--- src/rtl/injector_bank_if.sv ---
// Bundle of per-channel command/status signals between the fuel scheduler and
// the injector bank; clock and reset stay outside as plain ports.
interface injector_bank_if #(
    parameter int N_CH  = 4,
    parameter int CNT_W = 16
);
    logic [N_CH-1:0]  i_enable;
    logic [N_CH-1:0]  i_peak_hit;
    logic [CNT_W-1:0] i_peak_cycles;
    logic [CNT_W-1:0] i_hold_period;
    logic [CNT_W-1:0] i_hold_on;
    logic [N_CH-1:0]  i_fault_clr;
    logic [N_CH-1:0]  o_drive;
    logic [N_CH-1:0]  o_flyback;
    logic [N_CH-1:0]  o_busy;
    logic [N_CH-1:0]  o_fault;

    modport master (
        output i_enable, i_peak_hit, i_peak_cycles, i_hold_period, i_hold_on, i_fault_clr,
        input  o_drive, o_flyback, o_busy, o_fault
    );

    modport slave (
        input  i_enable, i_peak_hit, i_peak_cycles, i_hold_period, i_hold_on, i_fault_clr,
        output o_drive, o_flyback, o_busy, o_fault
    );
endinterface

--- src/rtl/injector_bank.sv ---
// N-channel peak-and-hold injector driver: one independent PEAK/HOLD/FLYBACK
// timing engine per channel with a sticky over-on-time fault.
module injector_ch #(
    parameter int CNT_W          = 16,
    parameter int FLYBACK_CYCLES = 200,
    parameter int MAX_ON_CYCLES  = 60000
) (
    input  logic             i_clk,
    input  logic             i_rst_n,
    input  logic             i_enable,
    input  logic             i_peak_hit,
    input  logic             i_fault_clr,
    input  logic [CNT_W-1:0] i_peak_cycles,
    input  logic [CNT_W-1:0] i_hold_period,
    input  logic [CNT_W-1:0] i_hold_on,
    output logic             o_drive,
    output logic             o_flyback,
    output logic             o_busy,
    output logic             o_fault
);
    localparam int FB_W = $clog2(FLYBACK_CYCLES + 1);

    typedef enum logic [1:0] {IDLE, PEAK, HOLD, FLYBACK} state_e;

    state_e           state_q;
    logic             en_q, arm_q, drive_q, flyback_q, busy_q, fault_q;
    logic [CNT_W-1:0] peak_n_q, period_q, hon_q;
    logic [CNT_W-1:0] peak_cnt_q, phase_q, on_cnt_q;
    logic [FB_W-1:0]  fb_cnt_q;

    logic             rise, on_limit, peak_done;
    logic [CNT_W-1:0] phase_d, period_in;

    // arm_q blocks a level that was already high out of reset from looking like a rise
    assign rise      = i_enable & ~en_q & arm_q;
    assign on_limit  = (on_cnt_q == CNT_W'(MAX_ON_CYCLES - 1));
    assign peak_done = i_peak_hit | (peak_cnt_q == peak_n_q - CNT_W'(1));
    assign phase_d   = (phase_q == period_q - CNT_W'(1)) ? '0 : phase_q + CNT_W'(1);
    assign period_in = (i_hold_period == '0) ? CNT_W'(1) : i_hold_period;

    always_ff @(posedge i_clk or negedge i_rst_n) begin
        if (!i_rst_n) begin
            state_q    <= IDLE;
            en_q       <= 1'b0;
            arm_q      <= 1'b0;
            drive_q    <= 1'b0;
            flyback_q  <= 1'b0;
            busy_q     <= 1'b0;
            fault_q    <= 1'b0;
            peak_n_q   <= '0;
            period_q   <= '0;
            hon_q      <= '0;
            peak_cnt_q <= '0;
            phase_q    <= '0;
            on_cnt_q   <= '0;
            fb_cnt_q   <= '0;
        end else begin
            en_q <= i_enable;
            if (!i_enable) arm_q <= 1'b1;
            case (state_q)
                IDLE: begin
                    if (i_fault_clr) fault_q <= 1'b0;
                    if (rise && !fault_q) begin
                        peak_n_q   <= i_peak_cycles;
                        period_q   <= period_in;
                        hon_q      <= i_hold_on;
                        peak_cnt_q <= '0;
                        phase_q    <= '0;
                        on_cnt_q   <= '0;
                        busy_q     <= 1'b1;
                        if (i_peak_cycles == '0) begin
                            state_q <= HOLD;
                            drive_q <= (i_hold_on != '0);
                        end else begin
                            state_q <= PEAK;
                            drive_q <= 1'b1;
                        end
                    end
                end
                PEAK, HOLD: begin
                    on_cnt_q <= on_cnt_q + CNT_W'(1);
                    if (!i_enable || on_limit) begin
                        // enable-low wins over the fault when both land together
                        state_q   <= FLYBACK;
                        drive_q   <= 1'b0;
                        flyback_q <= 1'b1;
                        fb_cnt_q  <= '0;
                        if (i_enable) fault_q <= 1'b1;
                    end else if (state_q == PEAK) begin
                        peak_cnt_q <= peak_cnt_q + CNT_W'(1);
                        if (peak_done) begin
                            state_q <= HOLD;
                            phase_q <= '0;
                            drive_q <= (hon_q != '0);
                        end
                    end else begin
                        phase_q <= phase_d;
                        drive_q <= (phase_d < hon_q);
                    end
                end
                FLYBACK: begin
                    fb_cnt_q <= fb_cnt_q + FB_W'(1);
                    if (fb_cnt_q == FB_W'(FLYBACK_CYCLES - 1)) begin
                        state_q   <= IDLE;
                        flyback_q <= 1'b0;
                        busy_q    <= 1'b0;
                    end
                end
                default: state_q <= IDLE;
            endcase
        end
    end

    assign o_drive   = drive_q;
    assign o_flyback = flyback_q;
    assign o_busy    = busy_q;
    assign o_fault   = fault_q;
endmodule

module injector_bank #(
    parameter int N_CH           = 4,
    parameter int CNT_W          = 16,
    parameter int FLYBACK_CYCLES = 200,
    parameter int MAX_ON_CYCLES  = 60000
) (
    input  logic         i_clk,
    input  logic         i_rst_n,
    injector_bank_if.slave bus
);
    // timing inputs are shared; each channel latches its own copy at pulse start
    for (genvar g = 0; g < N_CH; g++) begin : g_ch
        injector_ch #(
            .CNT_W         (CNT_W),
            .FLYBACK_CYCLES(FLYBACK_CYCLES),
            .MAX_ON_CYCLES (MAX_ON_CYCLES)
        ) u_ch (
            .i_clk        (i_clk),
            .i_rst_n      (i_rst_n),
            .i_enable     (bus.i_enable[g]),
            .i_peak_hit   (bus.i_peak_hit[g]),
            .i_fault_clr  (bus.i_fault_clr[g]),
            .i_peak_cycles(bus.i_peak_cycles),
            .i_hold_period(bus.i_hold_period),
            .i_hold_on    (bus.i_hold_on),
            .o_drive      (bus.o_drive[g]),
            .o_flyback    (bus.o_flyback[g]),
            .o_busy       (bus.o_busy[g]),
            .o_fault      (bus.o_fault[g])
        );
    end
endmodule

--- src/flat_wrapper.sv ---
// flat-port wrapper written by rule: the top's interface ports become plain ports
module injector_bank_flat 
#(
    parameter int N_CH           = 4,
    parameter int CNT_W          = 16,
    parameter int FLYBACK_CYCLES = 200,
    parameter int MAX_ON_CYCLES  = 60000
)
  (i_clk, i_rst_n, bus_i_enable, bus_i_peak_hit, bus_i_peak_cycles, bus_i_hold_period, bus_i_hold_on, bus_i_fault_clr, bus_o_drive, bus_o_flyback, bus_o_busy, bus_o_fault);
  injector_bank_if #(.N_CH(N_CH), .CNT_W(CNT_W)) bus_i ();
  input  logic i_clk;
  input  logic i_rst_n;
  input wire logic [$bits(bus_i.i_enable)-1:0] bus_i_enable;
  input wire logic [$bits(bus_i.i_peak_hit)-1:0] bus_i_peak_hit;
  input wire logic [$bits(bus_i.i_peak_cycles)-1:0] bus_i_peak_cycles;
  input wire logic [$bits(bus_i.i_hold_period)-1:0] bus_i_hold_period;
  input wire logic [$bits(bus_i.i_hold_on)-1:0] bus_i_hold_on;
  input wire logic [$bits(bus_i.i_fault_clr)-1:0] bus_i_fault_clr;
  output wire logic [$bits(bus_i.o_drive)-1:0] bus_o_drive;
  output wire logic [$bits(bus_i.o_flyback)-1:0] bus_o_flyback;
  output wire logic [$bits(bus_i.o_busy)-1:0] bus_o_busy;
  output wire logic [$bits(bus_i.o_fault)-1:0] bus_o_fault;
  assign bus_i.i_enable = bus_i_enable;
  assign bus_i.i_peak_hit = bus_i_peak_hit;
  assign bus_i.i_peak_cycles = bus_i_peak_cycles;
  assign bus_i.i_hold_period = bus_i_hold_period;
  assign bus_i.i_hold_on = bus_i_hold_on;
  assign bus_i.i_fault_clr = bus_i_fault_clr;
  assign bus_o_drive = bus_i.o_drive;
  assign bus_o_flyback = bus_i.o_flyback;
  assign bus_o_busy = bus_i.o_busy;
  assign bus_o_fault = bus_i.o_fault;
  injector_bank #(.N_CH(N_CH), .CNT_W(CNT_W), .FLYBACK_CYCLES(FLYBACK_CYCLES), .MAX_ON_CYCLES(MAX_ON_CYCLES)) u_core (.i_clk(i_clk), .i_rst_n(i_rst_n), .bus(bus_i));
endmodule
--- config.mk ---
export PLATFORM = sky130hd
export DESIGN_NAME = injector_bank_flat
export DESIGN_NICKNAME = d
export VERILOG_FILES = /design/src/rtl/injector_bank_if.sv /design/src/rtl/injector_bank.sv /design/src/flat_wrapper.sv
export SDC_FILE = /design/constraint.sdc
export NUM_CORES = 1
export LEC_CHECK = 0
export CORE_MARGIN = 2
export CORE_UTILIZATION = 57
export CTS_CLUSTER_SIZE = 12
export DETAILED_ROUTE_END_ITERATION = 16
export GPL_TIMING_DRIVEN = 0
export PLACE_DENSITY = 0.76
export SETUP_SLACK_MARGIN = 0.1
export SYNTH_ARGS = -nofsm -noshare
export SYNTH_HDL_FRONTEND = slang
export SYNTH_SLANG_ARGS = --single-unit
--- constraint.sdc ---
create_clock -name i_clk -period 4.1 [get_ports i_clk]
set_clock_uncertainty 0.1 [all_clocks]
set_input_delay 1.23 -clock i_clk [delete_from_list [all_inputs] [get_ports i_clk]]
set_output_delay 1.23 -clock i_clk [all_outputs]
set_load 0.05 [all_outputs]
==> key figures, run 1 <==
Setup path
  • R2r setup slk: -0.28 ns
  • Setup Crit Path Kind: reg2reg
  • Top Family by Delay on Critical Path: simple AND/OR/NAND/NOR gates
  • CP Launch Type: flop
  • WP data arrival: approximately 4.8 ns
  • Worst path max stage delay: roughly 0.56 ns
  • CP endpoint kind: flop
  • Buf/Inv on CP: 2
  • Max stage delay cell, worst path: or4_4
  • CP Cell Sequence: or4_4 > or4_4 > o2111ai_4 > o31ai_2 > a2111oi_4 > nor4_4 > buf_6 > clkbuf_16 > a21oi_2 > ha_1 > a21oi_1 > nor2b_1 > o211ai_1 > a31oi_1 > nor3_2 > and4b_1 > o21ai_2 > a31oi_1
  • WP data required: roughly 4.5 ns
  • Crit path max fanout: 10

Synth
  • Post-synth EDFFs: 0
  • Synth Area per Inst: 9.48 um2
  • Asr flop ratio synth: 100%
  • Post-synth top cells: dfrtp_1, nor2_1, nand2_1
  • Total of warnings raised by yosys: 0
  • Gate Count Post-Synth: 2900
  • Post-synth top area share: 40.8%
  • Synth unique cells: 90
  • Sequential share of the synthesized area: 40.8%
  • Synth Flop Type: dfrtp_1
  • Dominant cells by area after synthesis: dfrtp_1, mux2_2, xor2_1, ha_1, xnor2_1
  • Most common cell in the netlist: dfrtp_1
  • Post-Syn Area: around 27000 um2
  • Synth Net Count: between 3000 and 4000
  • Synth area leader: dfrtp_1
  • Flops & latches, synth: about 450

Global routing
  • Total grt overflow: 0
  • Vias in the first global route: between 20000 and 25000
  • Initial antenna violation count: 0
  • GRT Total Usage: 28.7%
  • First-pass GRT wire length: 116000 um
  • Largest net degree at the start of global routing: around 120

STA
  • Slew HR: between 40% and 50%
  • Final setup viols: 2
  • Fin crit period: around 4.4 ns
  • FMAX: about 0.23 GHz
  • Slew Limit Fails: 0
  • Final hold vios: 0
  • Min Hold Slack: 0.369 ns
  • Setup repair after global routing missed its margin: yes
  • Worst setup margin: -0.280 ns
  • Slew of the pin with the lowest slew margin: ~0.87 ns
  • Tcrit/Tclk final: 107%

Routing
  • DRC Markers: 0
  • Top Metal Used: met4
  • Post-DRT Antenna Nets: 0
  • Vias per inst: between 6 and 7
  • Met3 wire length: between 3000 and 4000 um
  • WL met1: just over 30000 um
  • Via count: ~23000
  • WL/cell: about 19 um
  • Met2 wire length: between 30000 and 40000 um
  • Final wirelength: 72700 um
  • DR iter-0 viols: approximately 1900
  • Drt first pass iters: 6

Power and ir drop
  • Lkg Pwr: 14.2 nW
  • Pwr dens: roughly 600 nW/um2
  • Power after layout: between 15 and 20 mW
  • Peak supply drop: between 0.3 and 0.4 mV

Placement
  • Placed Cells: 3596
  • Port bufs: between 70 and 80
  • Place WS: -1.16 ns
  • Hpwl dp: about 50000 um
  • Gpl congestion: about 0.92

Floorplan
  • Ports: between 70 and 80
  • Die height: between 200 and 250 um
  • Die area: roughly 50000 um2
  • Initial core utilization: ~58%
  • Core box area: ~48000 um2
  • Die width: 224 um
  • FP Rows: 80

Cells and area
  • Area Overhead vs Synth: 16.3%
  • Finished Layout Cells: 3727
  • Final net count: 3241
  • Layout cells sized above 1: 16.8%
  • Fillers: between 3000 and 4000

Clock network
  • Clock buffer depth: 3
  • CTS Hold Bufs: 0
  • CTS tree: yes
  • Later-pin clock latency in the skew report: 0.62 ns
  • Htree depth: 2
  • Cts bufs inserted: 50
  • Clock Tree Root: clkbuf_16
  • Clk sinks: roughly 450
  • Clk slew on worst S/H paths: roughly 0.06 ns

Status
  • Failing checks: setup timing
  • Status: finished with violations

Hold path
  • Hold Path Class: reg2reg

Run
  • Number of max-cap violations: 0
## per-stage QoR
step	utilization [%]	TNS, ns	cell area (um2)
2_1_floorplan	-	-0.0800	27600
3_3_place_gp	61.2	-7881.43	29200
3_5_place_dp	61.4	-26.14	29300
4_1_cts	66.2	-0.301	31500
5_1_grt	67.1	-0.883	32000
6_report	67.1	-0.360	32000
## cell families (layout without fill, tap and decap cells)
logic type	Yosys count	count (layout)	synth area share [%]
adder cells (fa/ha/maj)	103	103	4.69
buffers and inverters	266	476	3.97
AND/OR/NAND/NOR	1094	1094	20.8
flip-flops	448	448	40.8
XOR/XNOR	294	294	9.37
AO/OA/AOI/OAI	456	456	10.8
other	0	2	0
multiplexers	239	239	9.63
## final cells by class
type / count / area (um2) / area share [%]
Buffer: 119 / 622 / 1.94
Clock inverter: 16 / 235 / 0.736
Timing Repair Buffer: 127 / 1280 / 3.99
Tap cell: 615 / 769 / 2.41
Clock buffer: 70 / 1460 / 4.56
Sequential cell: 448 / 11200 / 35.1
Antenna cell: 2 / 5.00 / 0.0156
Multi-Input combinational cell: 2186 / 15800 / 49.5
Inverter: 144 / 546 / 1.71
## registers in the layout, indices dropped and copies added, names as in the netlist
register and cells:
u_core.g_ch.u_ch.arm_q 4, u_core.g_ch.u_ch.en_q 4, u_core.g_ch.u_ch.fb_cnt_q 32, u_core.g_ch.u_ch.hon_q 64, u_core.g_ch.u_ch.o_busy 4, u_core.g_ch.u_ch.o_drive 4
u_core.g_ch.u_ch.o_fault 4, u_core.g_ch.u_ch.o_flyback 4, u_core.g_ch.u_ch.on_cnt_q 64, u_core.g_ch.u_ch.peak_cnt_q 64, u_core.g_ch.u_ch.peak_n_q 64, u_core.g_ch.u_ch.period_q 64
u_core.g_ch.u_ch.phase_q 64, u_core.g_ch.u_ch.state_q 8
## layer usage
layer / track usage, % / up-vias
li1: - / 10700
met1: 37.0 / 11200
met2: 48.1 / 699
met3: 4.16 / 190
met4: 13.3 / 0
met5: 0 / -
## cell usage in the layout, fill, tap and decap left out, drive strengths merged, types with 9 or more instances in the layout
| master | Yosys | final |
|---|---|---|
| nand3b | 14 | 14 |
| nand2 | 208 | 208 |
| a31oi | 16 | 16 |
| o22ai | 10 | 10 |
| o21bai | 9 | 9 |
| clkdlybuf4s50 | 0 | 76 |
| inv | 144 | 144 |
| a21o | 35 | 35 |
| nor3 | 75 | 75 |
| o21ai | 134 | 134 |
| clkinv | 0 | 11 |
| o31ai | 14 | 14 |
| a21oi | 119 | 119 |
| dfrtp | 448 | 448 |
| ha | 103 | 103 |
| and4 | 17 | 17 |
| and3 | 44 | 44 |
| nand3 | 124 | 124 |
| a22o | 22 | 22 |
| xor2 | 155 | 155 |
| mux2 | 204 | 204 |
| nor2b | 29 | 29 |
| nand4b | 9 | 9 |
| mux2i | 35 | 35 |
| nor4b | 13 | 13 |
| or2 | 14 | 14 |
| or4 | 24 | 24 |
| clkbuf | 75 | 142 |
| nor2 | 271 | 271 |
| nand2b | 58 | 58 |
| buf | 47 | 98 |
| nand4 | 68 | 68 |
| or3 | 32 | 32 |
| nor4 | 58 | 58 |
| xnor2 | 139 | 139 |
## power by group
part / leakage (nW) / total, mW / switching [mW] / internal [mW]
Combinational: 7.51 / 7.56 / 4.19 / 3.38
Sequential: 5.81 / 6.90 / 1.42 / 5.48
Clock: 0.837 / 4.67 / 1.88 / 2.78
Total: 14.2 / 19.1 / 7.49 / 11.6
## what timing repair did
item	in CTS	in global routing
setup endpoints to repair	8	38
gates cloned	1	0
resized for setup	81	69
pin swaps	40	52
setup buffers	30	15
## worst paths after layout
path / from / endpoint / cells past startpoint
setup / recovery: u_core.g_ch[3].u_ch.period_q[10]$_DFFE_PN0P_ / u_core.g_ch[3].u_ch.o_drive$_DFFE_PN0P_ / 18
hold / removal: u_core.g_ch[3].u_ch.arm_q$_DFFE_PN0N_ / u_core.g_ch[3].u_ch.arm_q$_DFFE_PN0N_ / 1
setup reg to reg: u_core.g_ch[3].u_ch.period_q[10]$_DFFE_PN0P_ / u_core.g_ch[3].u_ch.o_drive$_DFFE_PN0P_ / 18
hold reg to reg: u_core.g_ch[3].u_ch.arm_q$_DFFE_PN0N_ / u_core.g_ch[3].u_ch.arm_q$_DFFE_PN0N_ / 1
max in group asynchronous: i_rst_n / u_core.g_ch[2].u_ch.phase_q[12]$_DFFE_PN0P_ / 4
min in group asynchronous: i_rst_n / u_core.g_ch[0].u_ch.peak_cnt_q[13]$_DFFE_PN0P_ / 1
Power figures use the tool's default switching activity.
==> inputs of run 2 (changes only) <==
Settings changed: CELL_PAD_IN_SITES_DETAIL_PLACEMENT set to 0, CELL_PAD_IN_SITES_GLOBAL_PLACEMENT set to 1, CORE_UTILIZATION 57 to 45.
==> key figures, run 2 (synthesis gave the netlist of run 1 again) <==
Status
  • Status: finished with violations
  • Failing checks: setup timing

Placement
  • Place WS: -1.38 ns (-0.222 ns)
  • Gpl congestion: 0.882 (-3.7%)
  • Hpwl dp: 53500 um (+4.1%)
  • Port bufs: 77 (unchanged)
  • Placed Cells: 3763 (+4.6%)

Routing
  • Post-DRT Antenna Nets: 0 (unchanged)
  • DR iter-0 viols: 1260 (-33%)
  • Final wirelength: 74300 um (+2.2%)
  • WL/cell: 19.0 um (-2.6%)
  • Drt first pass iters: 5 (-1)
  • Vias per inst: 5.71 (-6.6%)
  • DRC Markers: 0 (unchanged)
  • Via count: 22300 (-2.0%)

Floorplan
  • Core box area: 60400 um2 (+27%)
  • Die height: 251 um (+12%)
  • Die area: 63100 um2 (+26%)
  • Initial core utilization: 45.6% (-12 points)
  • FP Rows: 90 (+13%)
  • Ports: 78 (unchanged)
  • Die width: 251 um (+12%)

Clock network
  • Clk slew on worst S/H paths: 0.06 ns (about the same)
  • Clock buffer depth: 3 (unchanged)
  • Clk sinks: 448 (unchanged)
  • CTS Hold Bufs: 0 (unchanged)
  • Cts bufs inserted: 51 (+2.0%)
  • Htree depth: 2 (unchanged)
  • CTS tree: yes
  • Later-pin clock latency in the skew report: 0.61 ns (about the same)
  • Clock Tree Root: clkbuf_16

Power and ir drop
  • Pwr dens: 595 nW/um2 (-0.46%)
  • Peak supply drop: 0.349 mV (-2.8%)
  • Power after layout: 19.3 mW (+0.88%)
  • Lkg Pwr: 14.3 nW (+0.91%)

STA
  • Final setup viols: 3 (+1)
  • Worst setup margin: -0.317 ns (-0.0367 ns)
  • Fin crit period: 4.42 ns (+0.0367 ns)
  • Tcrit/Tclk final: 108% (+0.90 points)
  • Setup TNS: -0.471 ns (-0.111 ns)
  • Slew Limit Fails: 0 (unchanged)
  • Slew of the pin with the lowest slew margin: 0.935 ns (+0.0699 ns)
  • Slew HR: 37.2% (-4.7 points)
  • Setup repair after global routing missed its margin: yes
  • Final hold vios: 0 (unchanged)
  • FMAX: 0.226 GHz (-0.83%)

Cells and area
  • Layout cells sized above 1: 17.7% (+0.89 points)
  • Final net count: 3255 (+0.43%)
  • Commonest cells after routing, fill and taps aside: dfrtp_1, nor2_1, mux2_2
  • Most common cell after layout, fill and taps aside: dfrtp_1
  • Area Overhead vs Synth: 17.9%
  • Finished Layout Cells: 3911 (+4.9%)
  • Antenna Cells: 0 (-2)

Hold path
  • Hold depth: 1 (unchanged)
  • Hold Path Class: reg2reg

Global routing
  • Largest net degree at the start of global routing: 107 (-13%)
  • Initial antenna violation count: 0 (unchanged)
  • Total grt overflow: 0 (unchanged)
  • GRT Total Usage: 23.2% (-5.5 points)
  • First-pass GRT wire length: 118000 um (+1.8%)
  • Vias in the first global route: 22000 (-2.0%)

Setup path
  • Buf/Inv on CP: 2 (unchanged)
  • Crit path max fanout: 6 (-4)
  • Levels on crit path: 17 (-1)
  • Worst path max stage delay: 0.57 ns (about the same)
  • WP data arrival: 4.84 ns (+0.03 ns)
  • CP Launch Type: flop
  • Setup Crit Path Kind: reg2reg
  • WP data required: 4.53 ns (about the same)
  • Reg2Reg Depth: 17 (-1)
  • CP endpoint kind: flop
  • Max stage delay cell, worst path: or4_4
  • CP Cell Sequence: or4_4 > or4_4 > a2111oi_4 > o2111ai_2 > nor4_4 > clkbuf_8 > buf_6 > a21oi_2 > ha_1 > a21o_1 > a21o_1 > a21oi_1 > nor2b_1 > o21ai_1 > and4b_1 > o21ai_2 > a31oi_1
  • R2r setup slk: -0.32 ns (-0.04 ns)
  • Top Family by Delay on Critical Path: simple AND/OR/NAND/NOR gates

Run
  • Number of max-cap violations: 0 (unchanged)
## run 2: cell types whose count changed in the layout (fill, tap and decap cells not counted), moves of 3 or more
cell      previous run  this run
clkinv_2             7        13
a21oi_1            113       109
dfrtp_2             13        17
a21oi_2              6        10
dfrtp_1            435       431
nor4_2               8         5
buf_4               56        68
nor4_4               3         6
## run 2: what timing repair did
item                                    4_1_cts  5_1_grt
gates resized for setup                      92       80
pin swaps                                    51       33
gates cloned                                  2        0
endpoints found under the setup margin       16       56
setup buffers                                42       14
## run 2: per-layer routing
metal	vias up	wire, um	track usage [%]
li1	10700	-	-
met3	156	3120	3.06
met5	-	0	0
met4	0	2850	9.34
met2	478	34900	38.4
met1	11000	33400	30.8
## run 2: path summary, 6_finish.rpt
check,startpoint,end
setup / recovery,u_core.g_ch[3].u_ch.period_q[7]$_DFFE_PN0P_,u_core.g_ch[3].u_ch.o_drive$_DFFE_PN0P_
hold / removal,u_core.g_ch[0].u_ch.arm_q$_DFFE_PN0N_,u_core.g_ch[0].u_ch.arm_q$_DFFE_PN0N_
setup reg to reg,u_core.g_ch[3].u_ch.period_q[7]$_DFFE_PN0P_,u_core.g_ch[3].u_ch.o_drive$_DFFE_PN0P_
hold reg to reg,u_core.g_ch[0].u_ch.arm_q$_DFFE_PN0N_,u_core.g_ch[0].u_ch.arm_q$_DFFE_PN0N_
max in group asynchronous,i_rst_n,u_core.g_ch[2].u_ch.phase_q[9]$_DFFE_PN0P_
min in group asynchronous,i_rst_n,u_core.g_ch[3].u_ch.peak_n_q[4]$_DFFE_PN0P_
## run 2: power by group
group | internal, mW | switching [mW]
Combinational | 3.44 | 4.19
Sequential | 5.49 | 1.42
Clock | 2.84 | 1.92
Total | 11.8 | 7.53
## run 2: layout make-up
| type | count | area [um2] |
|---|---|---|
| fill | 5382 | 27900 |
| multi-input combinational | 2186 | 15900 |
| sequential | 448 | 11200 |
| clock buffer | 68 | 1440 |
| timing repair buffer | 139 | 1360 |
| tap | 782 | 978 |
| buffer | 120 | 614 |
| inverter | 144 | 546 |
| clock inverter | 24 | 295 |
## run 2: metrics by stage
stage          hold WS, ns  instance area [um2]  utilization, %
2_1_floorplan        0.326                27600               -
3_3_place_gp         0.342                29400            48.7
3_5_place_dp         0.345                29500            48.8
4_1_cts              0.362                31900            52.9
5_1_grt              0.395                32400            53.7
6_report             0.367                32400            53.7
==> edit (settings of run 1) <==
Re-encode `state_e` (4 states) as one-hot, 4 bits wide.
--- a/src/rtl/injector_bank.sv
+++ b/src/rtl/injector_bank.sv
@@ -20,7 +20,7 @@
 );
     localparam int FB_W = $clog2(FLYBACK_CYCLES + 1);
 
-    typedef enum logic [1:0] {IDLE, PEAK, HOLD, FLYBACK} state_e;
+    typedef enum logic [3:0] {IDLE = 4'b0001, PEAK = 4'b0010, HOLD = 4'b0100, FLYBACK = 4'b1000} state_e;
 
     state_e           state_q;
     logic             en_q, arm_q, drive_q, flyback_q, busy_q, fault_q;
Formal check against the unedited RTL: same outputs for any inputs over 4 cycles, from zero or initial values and one cycle with i_rst_n low; so few cycles prove little.
==> edit against run 1 <==
  * The run still ends with negative setup slack left
  * Final cell count is 9.0% higher
  * Total power is 0.14% higher
  * Area after synthesis is 0.24% higher
  * Routed wire length is 11% higher
  * Synthesized cell count is 11% higher
  * Worst setup slack worse by 0.30 ns
  * Sequential cell count is 8 higher
  * Cell area is 0.87% higher
  * Critical path type unchanged
  * Critical endpoint unchanged
  * Largest cell class unchanged
==> edit: results (changes against run 1) <==
Net switching fraction of the power: 39.4% (was 39.2%)
Violated checks: negative setup slack (unchanged)
Filler cell count: 3843 (was 3637)
Met1 global-route usage: 43.0% (was 37.0%)
Setup slack of the critical path after layout: -0.582 ns (was -0.280 ns)
Nets: 3552 (was 3241)
Inverters: 153 (was 144)
Total routed wirelength: 80.6 mm (was 72.7 mm)
Placed Cells incl. Taps: 3914 (was 3596)
Avg Synthesized Cell Area: 8.56 µm² (was 9.48 µm²)
First-pass GRT wire length: 126 mm (was 116 mm)
RD Place Congestion: 0.940 (was 0.915)
Half-perimeter wire length after placement: 57.1 mm (was 51.4 mm)
Leading cell types by total area after synthesis: dfrtp_1, nand2_1, xnor2_1, xor2_1, ha_1 (was dfrtp_1, mux2_2, xor2_1, ha_1, xnor2_1)
Transition time at the pin with the least slew margin: 1.09 ns (was 0.865 ns)
Post-detailed-placement cell area: 0.0294 mm² (was 0.0293 mm²)
Met3 wire len: 5.58 mm (was 3.93 mm)
Final setup violation count: 4 (was 2)
Number of global-route vias before repair: 24100 (was 22400)
Power attributed to sequential cells: 7.06 mW (was 6.90 mW)
Combinational cell power: 7.27 mW (was 7.56 mW)
Setup Buffers After CTS: 32 (was 30)
Total routed wire length on the met1 layer: 34.6 mm (was 30.8 mm)
Multi-input gate share of total cell area: 48.3% (was 49.5%)
Fraction of the core area covered by cells at the end of the flow: 67.6% (was 67.1%)
Met2 Usage GRT: 51.1% (was 48.1%)
Diodes inserted: 0 (was 2)
Count of distinct cell types in the synthesized netlist: 99 (was 90)
Sequential cell area: 0.0114 mm² (was 0.0112 mm²)
Fraction of layout cells with a size suffix above 1: 10.4% (was 16.8%)
Post-route insts no fill: 4061 (was 3727)
Multi-input combinational cell count: 2454 (was 2186)
Relative contribution of sequential cells to total power: 36.9% (was 36.1%)
Post-CTS Resized: 51 (was 81)
Result of the run: finished, violations left (unchanged)
edit: final timing paths:
check                                                             from                                          end  slack [ns]  depth (start not counted)
setup / recovery           u_core.g_ch[3].u_ch.period_q[6]$_DFFE_PN0P_      u_core.g_ch[3].u_ch.o_drive$_DFFE_PN0P_       -0.58                         19
hold / removal                   u_core.g_ch[1].u_ch.arm_q$_DFFE_PN0N_        u_core.g_ch[1].u_ch.arm_q$_DFFE_PN0N_        0.36                          1
setup reg to reg           u_core.g_ch[3].u_ch.period_q[6]$_DFFE_PN0P_      u_core.g_ch[3].u_ch.o_drive$_DFFE_PN0P_       -0.58                         19
hold reg to reg                  u_core.g_ch[1].u_ch.arm_q$_DFFE_PN0N_        u_core.g_ch[1].u_ch.arm_q$_DFFE_PN0N_        0.36                          1
max in group asynchronous                                      i_rst_n  u_core.g_ch[2].u_ch.on_cnt_q[2]$_DFFE_PN0P_        2.09                          3
min in group asynchronous                                      i_rst_n           u_core.g_ch[0].u_ch.en_q$_DFF_PN0_        0.39                          1
